**config.mk**
```make
export PLATFORM = sky130hd
export DESIGN_NAME = snoop_bus_arbiter
export DESIGN_NICKNAME = d
export VERILOG_FILES = /design/src/rtl/snoop_bus_arbiter.sv
export SDC_FILE = /design/constraint.sdc
export NUM_CORES = 1
export LEC_CHECK = 0
export ABC_AREA = 1
export BUFFER_PORTS_ARGS = -buffer_cell sky130_fd_sc_hd__buf_2
export CAP_MARGIN = 20
export CORE_MARGIN = 3
export CORE_UTILIZATION = 35
export DETAILED_ROUTE_END_ITERATION = 16
export HOLD_SLACK_MARGIN = 0.02
export MAX_ROUTING_LAYER = met4
export PLACE_DENSITY_LB_ADDON = 0.08
export SLEW_MARGIN = 20
export SYNTH_ARGS = -nofsm -noshare
export SYNTH_HDL_FRONTEND = slang
export SYNTH_SLANG_ARGS = --single-unit
```
**constraint.sdc**
```tcl
create_clock -name clk -period 2.1 [get_ports clk]
set_input_delay 0.21 -clock clk [delete_from_list [all_inputs] [get_ports clk]]
set_output_delay 0.21 -clock clk [all_outputs]
set_load 0.03 [all_outputs]
```
**src/rtl/snoop_bus_arbiter.sv**
```systemverilog
// snoop_bus_arbiter: bus-side arbiter for a MESI snooping protocol.
// Grants one cache request at a time (round-robin), broadcasts it to every
// snooper, gathers snoop acks plus shared/flush responses, then returns one
// completion to the requester.
//
// Optional feature macro: SNOOP_UPGR_EN
//   defined   -> cmd 11 is broadcast as BusUpgr on bus_upgr
//   undefined -> cmd 11 is promoted to BusRdX and bus_upgr is tied to 0
//
// Handshake: req_valid[i] is held by cache i until req_ready[i] pulses. The
// one-hot req_ready pulse appears in the IDLE cycle where the grant is made,
// and the request is taken on that rising edge. cpl_valid is a one-cycle
// pulse with no back-pressure.
module snoop_bus_arbiter #(
    parameter int NUM_CACHES    = 4,
    parameter int ADDR_W        = 32,
    parameter int SNOOP_TIMEOUT = 15
) (
    input  logic                          clk,
    input  logic                          rst_b,
    input  logic [NUM_CACHES-1:0]         req_valid,
    input  logic [2*NUM_CACHES-1:0]       req_cmd,
    input  logic [ADDR_W*NUM_CACHES-1:0]  req_addr,
    output logic [NUM_CACHES-1:0]         req_ready,
    output logic                          bus_valid,
    output logic [$clog2(NUM_CACHES)-1:0] bus_src,
    output logic                          bus_rd,
    output logic                          bus_rdx,
    output logic                          bus_upgr,
    output logic [ADDR_W-1:0]             bus_addr,
    input  logic [NUM_CACHES-1:0]         snp_ack,
    input  logic [NUM_CACHES-1:0]         snp_shared,
    input  logic [NUM_CACHES-1:0]         snp_flush,
    output logic                          cpl_valid,
    output logic [$clog2(NUM_CACHES)-1:0] cpl_dst,
    output logic                          cpl_shared,
    output logic                          cpl_flush,
    output logic                          cpl_timeout,
    output logic [1:0]                    dbgState
);

    localparam int SRC_W = $clog2(NUM_CACHES);
    localparam int TMR_W = $clog2(SNOOP_TIMEOUT + 1);

    typedef enum logic [1:0] {
        IDLE  = 2'd0,
        BCAST = 2'd1,
        RESP  = 2'd2
    } arbStateT;

    arbStateT state, stateNext;

    logic [SRC_W-1:0]      rrPtr;
    logic [SRC_W-1:0]      srcQ;
    logic [1:0]            cmdQ;
    logic [ADDR_W-1:0]     addrQ;
    logic [NUM_CACHES-1:0] ackMask;
    logic                  sharedAcc;
    logic                  flushAcc;
    logic                  timeoutQ;
    logic [TMR_W-1:0]      timer;

    logic [NUM_CACHES-1:0] eligible;
    logic                  grantFound;
    logic [SRC_W-1:0]      grantIdx;
    logic [SRC_W-1:0]      cand;
    logic [1:0]            grantCmd;

    logic [NUM_CACHES-1:0] nonSrc;
    logic [NUM_CACHES-1:0] ackNow;
    logic [NUM_CACHES-1:0] maskNext;
    logic                  allAcked;
    logic [TMR_W-1:0]      timerNext;
    logic                  timeoutHit;

    // A cache competes only with a real command; cmd 00 never wins a grant.
    always_comb begin
        eligible = '0;
        for (int i = 0; i < NUM_CACHES; i++) begin
            eligible[i] = req_valid[i] && (req_cmd[2*i +: 2] != 2'b00);
        end
    end

    // Round-robin pick: first eligible index from rrPtr upward, wrapping.
    always_comb begin
        grantFound = 1'b0;
        grantIdx   = '0;
        cand       = '0;
        for (int k = 0; k < NUM_CACHES; k++) begin
            cand = SRC_W'((int'(rrPtr) + k) % NUM_CACHES);
            if (!grantFound && eligible[cand]) begin
                grantFound = 1'b1;
                grantIdx   = cand;
            end
        end
    end

    // Command actually broadcast; BusUpgr folds into BusRdX when disabled.
    always_comb begin
        grantCmd = req_cmd[2*grantIdx +: 2];
`ifndef SNOOP_UPGR_EN
        if (grantCmd == 2'b11) begin
            grantCmd = 2'b10;
        end
`endif
    end

    // Snoop bookkeeping for the current cycle; source-cache acks are masked.
    always_comb begin
        nonSrc          = '1;
        nonSrc[srcQ]    = 1'b0;
        ackNow          = snp_ack & nonSrc;
        maskNext        = ackMask | ackNow;
        allAcked        = ((maskNext & nonSrc) == nonSrc);
        timerNext       = timer + TMR_W'(1);
        timeoutHit      = (timerNext == TMR_W'(SNOOP_TIMEOUT));
    end

    // FSM state register.
    always_ff @(posedge clk or negedge rst_b) begin
        if (!rst_b) begin
            state <= IDLE;
        end else begin
            state <= stateNext;
        end
    end

    // Next-state logic: one grant per IDLE, leave BCAST on full ack or timeout.
    always_comb begin
        stateNext = state;
        case (state)
            IDLE:    if (grantFound) stateNext = BCAST;
            BCAST:   if (allAcked || timeoutHit) stateNext = RESP;
            RESP:    stateNext = IDLE;
            default: stateNext = IDLE;
        endcase
    end

    // Transaction datapath: latch at grant, accumulate during BCAST.
    always_ff @(posedge clk or negedge rst_b) begin
        if (!rst_b) begin
            rrPtr     <= '0;
            srcQ      <= '0;
            cmdQ      <= 2'b00;
            addrQ     <= '0;
            ackMask   <= '0;
            sharedAcc <= 1'b0;
            flushAcc  <= 1'b0;
            timeoutQ  <= 1'b0;
            timer     <= '0;
        end else begin
            case (state)
                IDLE: begin
                    if (grantFound) begin
                        srcQ      <= grantIdx;
                        cmdQ      <= grantCmd;
                        addrQ     <= req_addr[ADDR_W*grantIdx +: ADDR_W];
                        ackMask   <= '0;
                        sharedAcc <= 1'b0;
                        flushAcc  <= 1'b0;
                        timeoutQ  <= 1'b0;
                        timer     <= '0;
                        rrPtr     <= (grantIdx == SRC_W'(NUM_CACHES - 1)) ? '0
                                                                          : grantIdx + SRC_W'(1);
                    end
                end
                BCAST: begin
                    ackMask   <= maskNext;
                    sharedAcc <= sharedAcc | (|(snp_shared & ackNow));
                    flushAcc  <= flushAcc  | (|(snp_flush  & ackNow));
                    timer     <= timerNext;
                    // A full ack in the timeout cycle still counts as success.
                    timeoutQ  <= !allAcked;
                end
                default: ;
            endcase
        end
    end

    // Output decode; everything is quiet outside its owning state.
    always_comb begin
        req_ready   = '0;
        bus_valid   = 1'b0;
        bus_src     = '0;
        bus_rd      = 1'b0;
        bus_rdx     = 1'b0;
        bus_upgr    = 1'b0;
        bus_addr    = '0;
        cpl_valid   = 1'b0;
        cpl_dst     = '0;
        cpl_shared  = 1'b0;
        cpl_flush   = 1'b0;
        cpl_timeout = 1'b0;
        dbgState    = state;
        if (state == IDLE && grantFound && rst_b) begin
            req_ready[grantIdx] = 1'b1;
        end
        if (state == BCAST) begin
            bus_valid = 1'b1;
            bus_src   = srcQ;
            bus_addr  = addrQ;
            bus_rd    = (cmdQ == 2'b01);
            bus_rdx   = (cmdQ == 2'b10);
`ifdef SNOOP_UPGR_EN
            bus_upgr  = (cmdQ == 2'b11);
`endif
        end
        if (state == RESP) begin
            cpl_valid   = 1'b1;
            cpl_dst     = srcQ;
            cpl_shared  = sharedAcc;
            cpl_flush   = flushAcc;
            cpl_timeout = timeoutQ;
        end
    end

endmodule

```
==> results of run 1 <==
## kinds of logic (layout without fill, tap and decap cells)
logic type,count (synthesis),count (layout),synth area share [%]
AO/OA/AOI/OAI,23,23,3.28
XOR/XNOR,1,1,0.221
adder cells (fa/ha/maj),6,6,1.89
buffers and inverters,106,346,12.4
flip-flops,51,51,32.1
other,1,1,0.0945
AND/OR/NAND/NOR,449,449,50.0
## worst max-delay path, cell delays in order, from the launching register on
cell,delay (ns)
sky130_fd_sc_hd__dfrtp_2,0.45
sky130_fd_sc_hd__buf_6,0.16
sky130_fd_sc_hd__nand3_4,0.10
sky130_fd_sc_hd__nand2_4,0.06
sky130_fd_sc_hd__nand2_4,0.07
sky130_fd_sc_hd__nand2_2,0.06
sky130_fd_sc_hd__nor2_4,0.14
sky130_fd_sc_hd__nand2_2,0.08
sky130_fd_sc_hd__nor2_4,0.11
sky130_fd_sc_hd__inv_2,0.06
sky130_fd_sc_hd__nand2_4,0.11
sky130_fd_sc_hd__ha_4,0.14
sky130_fd_sc_hd__inv_2,0.04
sky130_fd_sc_hd__nor2_4,0.12
sky130_fd_sc_hd__buf_6,0.15
## cells in the final DEF (no fill, tap or decap), types with 2 or more instances in the layout
master,count
sky130_fd_sc_hd__buf_4,37
sky130_fd_sc_hd__inv_4,2
sky130_fd_sc_hd__buf_12,10
sky130_fd_sc_hd__buf_16,6
sky130_fd_sc_hd__nand3_4,13
sky130_fd_sc_hd__nand4_1,2
sky130_fd_sc_hd__nand3_1,130
sky130_fd_sc_hd__buf_6,15
sky130_fd_sc_hd__o21ai_0,11
sky130_fd_sc_hd__dfrtp_1,50
sky130_fd_sc_hd__ha_1,2
sky130_fd_sc_hd__clkbuf_16,10
sky130_fd_sc_hd__buf_2,198
sky130_fd_sc_hd__nand2_1,153
sky130_fd_sc_hd__nand2_2,29
sky130_fd_sc_hd__a21oi_1,5
sky130_fd_sc_hd__ha_2,2
sky130_fd_sc_hd__inv_1,54
sky130_fd_sc_hd__nand2_4,14
sky130_fd_sc_hd__nand3_2,54
sky130_fd_sc_hd__nor2_1,42
sky130_fd_sc_hd__buf_8,3
sky130_fd_sc_hd__ha_4,2
sky130_fd_sc_hd__nor2_4,7
sky130_fd_sc_hd__inv_2,7
## stage by stage
stage                     hold WS [ns]  cell area, sq um
after global routing             0.177              6720
final                            0.106              6720
after floorplan                -0.0856              4010
after CTS                        0.142              5980
after global placement           0.452              5260
after detailed placement         0.441              5260
## sequential cells by signal, summed over array words and instances (netlist names)
signal and count:
ackMask 4, timeoutQ 1, cmdQ 2, sharedAcc 1, rrPtr 2, timer 4, dbgState 2, flushAcc 1
addrQ 32, srcQ 2
## timing repair
action                     CTS  global route
hold buffers                 0             0
setup endpoints to repair   44            59
gates cloned                 5             6
pin swaps                   37            32
resized for setup           86           108
setup buffers               18            15
## how the worst min path moves through the flow
stage / endpoint / start / slack (ns)
2_1_floorplan: ackMask[0] / rst_b / -0.09
3_3_place_gp: addrQ[27] / rst_b / 0.45
3_5_place_dp: ackMask[2] / rst_b / 0.44
4_1_cts: ackMask[2] / rst_b / 0.14
5_1_grt: ackMask[2] / rst_b / 0.18
6_report: addrQ[27] / rst_b / 0.11
## layer usage
layer	track usage (%)	wire [um]	vias up
met3	3.02	894	26
li1	-	-	2535
met4	7.53	409	0
met1	31.6	7030	2478
met2	41.7	8710	193
met5	-	0	-
## cell type report
class | instances | area, sq um
Clock buffer | 6 | 139
Inverter | 65 | 258
Fill cell | 1042 | 4270
Sequential cell | 51 | 1280
Clock inverter | 1 | 5.00
Multi-Input combinational cell | 480 | 2890
Tap cell | 140 | 175
Timing Repair Buffer | 274 | 1970
==> impl_results.md, run 1 <==
- Result of the run: complete, but fails checks
- Violations in the final reports: setup timing
- Pre-antenna DRT Iters: 5
- Portion of the clock cycle consumed by the worst path in the final layout: 112%
- Worst r2r src: rrPtr[0]
- Total congestion overflow: 0
- Antenna-violating nets left: 0
- Area of the mapped netlist: around 0.0040 sq mm
- Area growth from synthesis to layout: 69.2%
- Die width: roughly 110 um
- Number of distinct library cells after synthesis: 29
- Crit path to: req_ready[2]
- Post-synth top area share: about a third
- Filler-free cell count of the finished design: 1017
- Final count of pins violating max slew: 0
- Total number of vias: around 5200
- Maximum number of pins on one net before global-route repair: between 50 and 60
- Largest area contributor in the netlist: sky130_fd_sc_hd__dfrtp_1
- Class of the tightest hold or removal check: input port to asynchronous set/reset pin
- Final nets: 1037
- Initial Utilization: between 30% and 40%
- Total Routed Length: 17000 um
- Setup crit start kind: register
- Setup repair after global routing missed its margin: yes
- I/O Pins: about 200
- Crit path time final: roughly 2.4 ns
- Ys Warns: 0
- Remaining routing DRC violations: 0
- Maximum frequency from static timing analysis: 424 MHz
- Max-Cap Viols: 0
- Post-placement cell count: approximately 970
- Setup WS post-layout: -0.256 ns
- Vias in the first global route: between 5000 and 6000
- Post-Route Utilization: between 60 and 70%
- Root Driver: sky130_fd_sc_hd__clkbuf_16
- Fraction of layout instances using a drive strength above 1: about half
- Number of buffers inserted during clock tree synthesis: 5
- Clock H-tree levels: 2
- Number of diodes: 0
- Sinks on Clock Net: slightly above 50
- Cell row count: 38
- Per-cell via count in the routed design: slightly above 5
- Wire length of the first global-routing pass: ~25000 um
- Final clock skew: 0.00645 ns
- Core area: around 0.011 sq mm
- Commonest cells in the synthesized netlist: 193 x sky130_fd_sc_hd__nand3_1, 191 x sky130_fd_sc_hd__nand2_1, 61 x sky130_fd_sc_hd__inv_1, 51 x sky130_fd_sc_hd__dfrtp_1, 49 x sky130_fd_sc_hd__nor2_1
- Most used DFF post-synth: sky130_fd_sc_hd__dfrtp_1
- Worst setup EP type: output port
- Reg-to-reg critical path endpoint: addrQ[20]
- Worst slew margin relative to its limit: around 54%
- Final setup viols: 41
- CTS max path bufs: 2
- Largest fanout of any net on the critical path: 5
- Gr usage total: between 20% and 30%
- Clock input transition at the sequential cells of the worst setup and hold paths: approximately 0.07 ns
- Detail Placement HPWL: 10800 um
- Average footprint of a synthesized cell: slightly above 6 sq um
- Post-synthesis cell count: ~640
- Number of synthesized flops with an enable pin: 0
- Synth area leaders: sky130_fd_sc_hd__dfrtp_1 32%, sky130_fd_sc_hd__nand3_1 24%, sky130_fd_sc_hd__nand2_1 18%
- FF+latch count, synth: 51
- Post-Synthesis Net Count: around 800
- Area of the die: 0.0127 sq mm
- Startpoint of the worst setup timing path: rrPtr[0]
- Worst-case reg-to-reg path depth: 18
- CTS tree: built
- Post-place setup slack: -0.124 ns
- Top-count cell post-synth: sky130_fd_sc_hd__nand3_1
- Vert. Die Dim: about 110 um
- Total of buffers placed on input and output ports: 202
- Flop2flop setup slack: -0.21 ns
- Post-Route Setup TNS: -6.08 ns
- Wire length per cell: between 15 and 20 um
- Required arrival time at the worst endpoint: about 1.9 ns
- Post-synthesis async set-or-reset flop share: between 90% and 100%
- Data arrival time of the worst path: approximately 2.2 ns
- Initial antenna violation count: 0
- Count of endpoints failing hold in the final timing report: 0
- Classification of the worst setup path: register to output port
- Tightest Pin Transition: 0.688 ns
- Sequential-to-total area share from yosys stat: between 30% and 40%
- Clock Latency Late Sink: between 0.2 and 0.3 ns
- Routability Congestion: approximately 0.86
- Drt first-iter violations: 340
Power of run 1 is left out: the tool's default activity adds up to more than one toggle a clock period on the data nets, which glitch-free logic cannot reach.
==> inputs of run 2 (changes only) <==
--- a/config.mk
+++ b/config.mk
@@ -11,9 +11,11 @@
 export CORE_MARGIN = 3
 export CORE_UTILIZATION = 35
 export DETAILED_ROUTE_END_ITERATION = 16
+export GPL_TIMING_DRIVEN = 0
 export HOLD_SLACK_MARGIN = 0.02
 export MAX_ROUTING_LAYER = met4
 export PLACE_DENSITY_LB_ADDON = 0.08
+export SETUP_SLACK_MARGIN = 0.05
 export SLEW_MARGIN = 20
 export SYNTH_ARGS = -nofsm -noshare
 export SYNTH_HDL_FRONTEND = slang
==> impl_results.md, run 2 (synthesis gave the netlist of run 1 again) <==
- Result of the run: complete, but fails checks
- Violations in the final reports: hold timing, setup timing
- Post-place setup slack: -0.510 ns (-0.385 ns)
- Sinks on Clock Net: 51 (unchanged)
- Number of diodes: 0 (unchanged)
- Post-Route Utilization: 57.5% (-3.7 points)
- Initial Utilization: 36.1% (unchanged)
- Setup crit start kind: register
- Setup WS post-layout: -0.321 ns (-0.0644 ns)
- Vert. Die Dim: 113 um (unchanged)
- Classification of the worst setup path: register to output port
- Clock Latency Late Sink: 0.29 ns (about the same)
- Registers with the most flip-flops: addrQ x32, ackMask x4, timer x4
- Peak supply drop: 0.00110 V
- CP peak stage delay: 0.37 ns (-0.08 ns)
- Filler-free cell count of the finished design: 1012 (-0.49%)
- Clock input transition at the sequential cells of the worst setup and hold paths: 0.07 ns (about the same)
- Tightest Pin Transition: 0.710 ns (+0.0218 ns)
- Remaining routing DRC violations: 0 (unchanged)
- Worst setup EP type: output port
- Maximum number of pins on one net before global-route repair: 53 (+1.9%)
- I/O Pins: 204 (unchanged)
- Class of the tightest hold or removal check: input port to asynchronous set/reset pin
- Worst slew margin relative to its limit: 52.7% (-1.5 points)
- Maximum frequency from static timing analysis: 413 MHz (-2.7%)
- Fraction of layout instances using a drive strength above 1: 47.5% (-0.53 points)
- Root Driver: sky130_fd_sc_hd__clkbuf_16
- Core area: 0.0110 sq mm (unchanged)
- Post-layout power: 13900 uW
- Total of buffers placed on input and output ports: 202 (unchanged)
- Per-cell via count in the routed design: 5.02 (-2.4%)
- Portion of the clock cycle consumed by the worst path in the final layout: 115% (+3.1 points)
- Area growth from synthesis to layout: 59.0%
- Final setup viols: 38 (-7.3%)
- Final nets: 1031 (-0.58%)
- Wire length per cell: 15.7 um (-6.6%)
- Hold slack: -0.0522 ns (-0.158 ns)
- Max-Cap Viols: 0 (unchanged)
- Cell row count: 38 (unchanged)
- Final count of pins violating max slew: 0 (unchanged)
- CTS tree: built
- Most common cell after layout, fill and taps aside: sky130_fd_sc_hd__buf_2
- Pre-antenna DRT Iters: 5 (unchanged)
- Number of buffers inserted during clock tree synthesis: 5 (unchanged)
- Critical path cell sequence: buf_6, clkinv_8, nand3_2, nand2_2, nand2_2, nand2_2, nor2_4, nand2_2, nor2_4, buf_6, a21oi_4, buf_6, ha_4, inv_4, nor2_4, buf_6
- Leakage power: about 0.0034 uW
- Clock H-tree levels: 2 (unchanged)
- Largest register FFs: 32 (unchanged)
- Largest register by flop count: addrQ
- Required arrival time at the worst endpoint: 1.89 ns (about the same)
- Total Routed Length: 15800 um (-7.1%)
- Final clock skew: 0.00503 ns (-0.00142 ns)
- Area of the die: 0.0127 sq mm (unchanged)
- Die width: 113 um (unchanged)
- Drt first-iter violations: 397 (+17%)
- Total number of vias: 5083 (-2.8%)
- Antenna-violating nets left: 0 (unchanged)
- Post-Route Setup TNS: -6.09 ns (-0.0137 ns)
- Gr usage total: 24.0% (-0.94 points)
- Total congestion overflow: 0 (unchanged)
- Crit path time final: 2.42 ns (+0.0644 ns)
- Critical-path top delay cell: sky130_fd_sc_hd__dfrtp_1
- Initial antenna violation count: 0 (unchanged)
- Pwr per Cell Area: 2190 mW/mm^2
- Leading cell types in the layout, fill and taps excluded: 210 x sky130_fd_sc_hd__buf_2, 171 x sky130_fd_sc_hd__nand2_1, 144 x sky130_fd_sc_hd__nand3_1
- Wire length of the first global-routing pass: 24100 um (-3.6%)
- Vias in the first global route: 4856 (-3.8%)
- Post-placement cell count: 979 (+1.2%)
- CTS max path bufs: 2 (unchanged)
- Data arrival time of the worst path: 2.21 ns (+0.06 ns)
- Setup repair after global routing missed its margin: yes
- Largest fanout of any net on the critical path: 7 (+2)
- Detail Placement HPWL: 11300 um (+5.0%)
- Count of endpoints failing hold in the final timing report: 50 (+50)
- Routability Congestion: 0.893 (+3.9%)
run 2: changes by cell type in the layout (fill, tap and decap cells not counted), moves of 7 or more:
cell and change:
sky130_fd_sc_hd__buf_4 -12, sky130_fd_sc_hd__buf_2 +12, sky130_fd_sc_hd__nand2_2 -12, sky130_fd_sc_hd__nor2_2 +35, sky130_fd_sc_hd__buf_12 -7, sky130_fd_sc_hd__nor2_1 -35, sky130_fd_sc_hd__nand3_4 -7, sky130_fd_sc_hd__nand3_2 -7
sky130_fd_sc_hd__nand3_1 +14, sky130_fd_sc_hd__nand2_1 +18
run 2: path summary, 6_finish.rpt:
check / from / end / slack (ns) / cells after the start
min reg2reg: addrQ[8] / addrQ[8] / 0.48 / 2
min: rst_b / addrQ[17] / -0.05 / 1
max reg2reg: rrPtr[0] / addrQ[27] / -0.19 / 17
max: rrPtr[0] / req_ready[1] / -0.32 / 16
min in group clk: req_addr[66] / addrQ[2] / 0.25 / 5
max in group asynchronous: rst_b / addrQ[21] / 1.24 / 2
run 2: power by group:
| part | internal (uW) | total, uW | switching (uW) | leakage (uW) |
|---|---|---|---|---|
| logic | 4090 | 11100 | 6990 | 0.00273 |
| registers | 1520 | 1800 | 281 | 0.000624 |
| clock network | 594 | 973 | 379 | 0.0000868 |
| total | 6200 | 13900 | 7650 | 0.00344 |
run 2: timing repair:
| action | in CTS | in global routing |
|---|---|---|
| gates cloned | 0 | 1 |
| setup endpoints to repair | 80 | 70 |
| pin swaps | 13 | 9 |
| gates resized for setup | 84 | 77 |
| setup buffers | 16 | 8 |
| endpoints found under the hold margin | 51 | 1 |
run 2: cell type report:
cell class,instances,area [sq um]
Clock buffer,6,139
Tap cell,140,175
Multi-Input combinational cell,480,2790
Fill cell,1088,4670
Clock inverter,2,35.0
Inverter,65,272
Sequential cell,51,1280
Timing Repair Buffer,227,1280
Buffer,41,348
run 2: routing by layer:
metal  GRT usage, %  vias up  part of all wire (%)
met5              -        -                     0
met3           3.45       16                   5.9
met4           4.89        0                   1.5
li1               -     2519                     -
met1           31.2     2368                    44
met2           39.9      180                    49
run 2: critical path, delay by kind of cell (launching register included):
family | cells | cell delay, ns
buf+inv | 6 | 0.64
simple gates | 8 | 0.60
flops | 1 | 0.37
fa+ha+maj | 1 | 0.14
compound gates | 1 | 0.17
run 2: per-stage QoR:
step / hold slack, ns / area [sq um]
floorplan: -0.0856 / 4130
global placement: 0.461 / 5310
detailed placement: 0.296 / 5310
CTS: -0.00323 / 5890
global route: 0.0205 / 6310
finish: -0.0522 / 6310
Power figures use the tool's default switching activity.
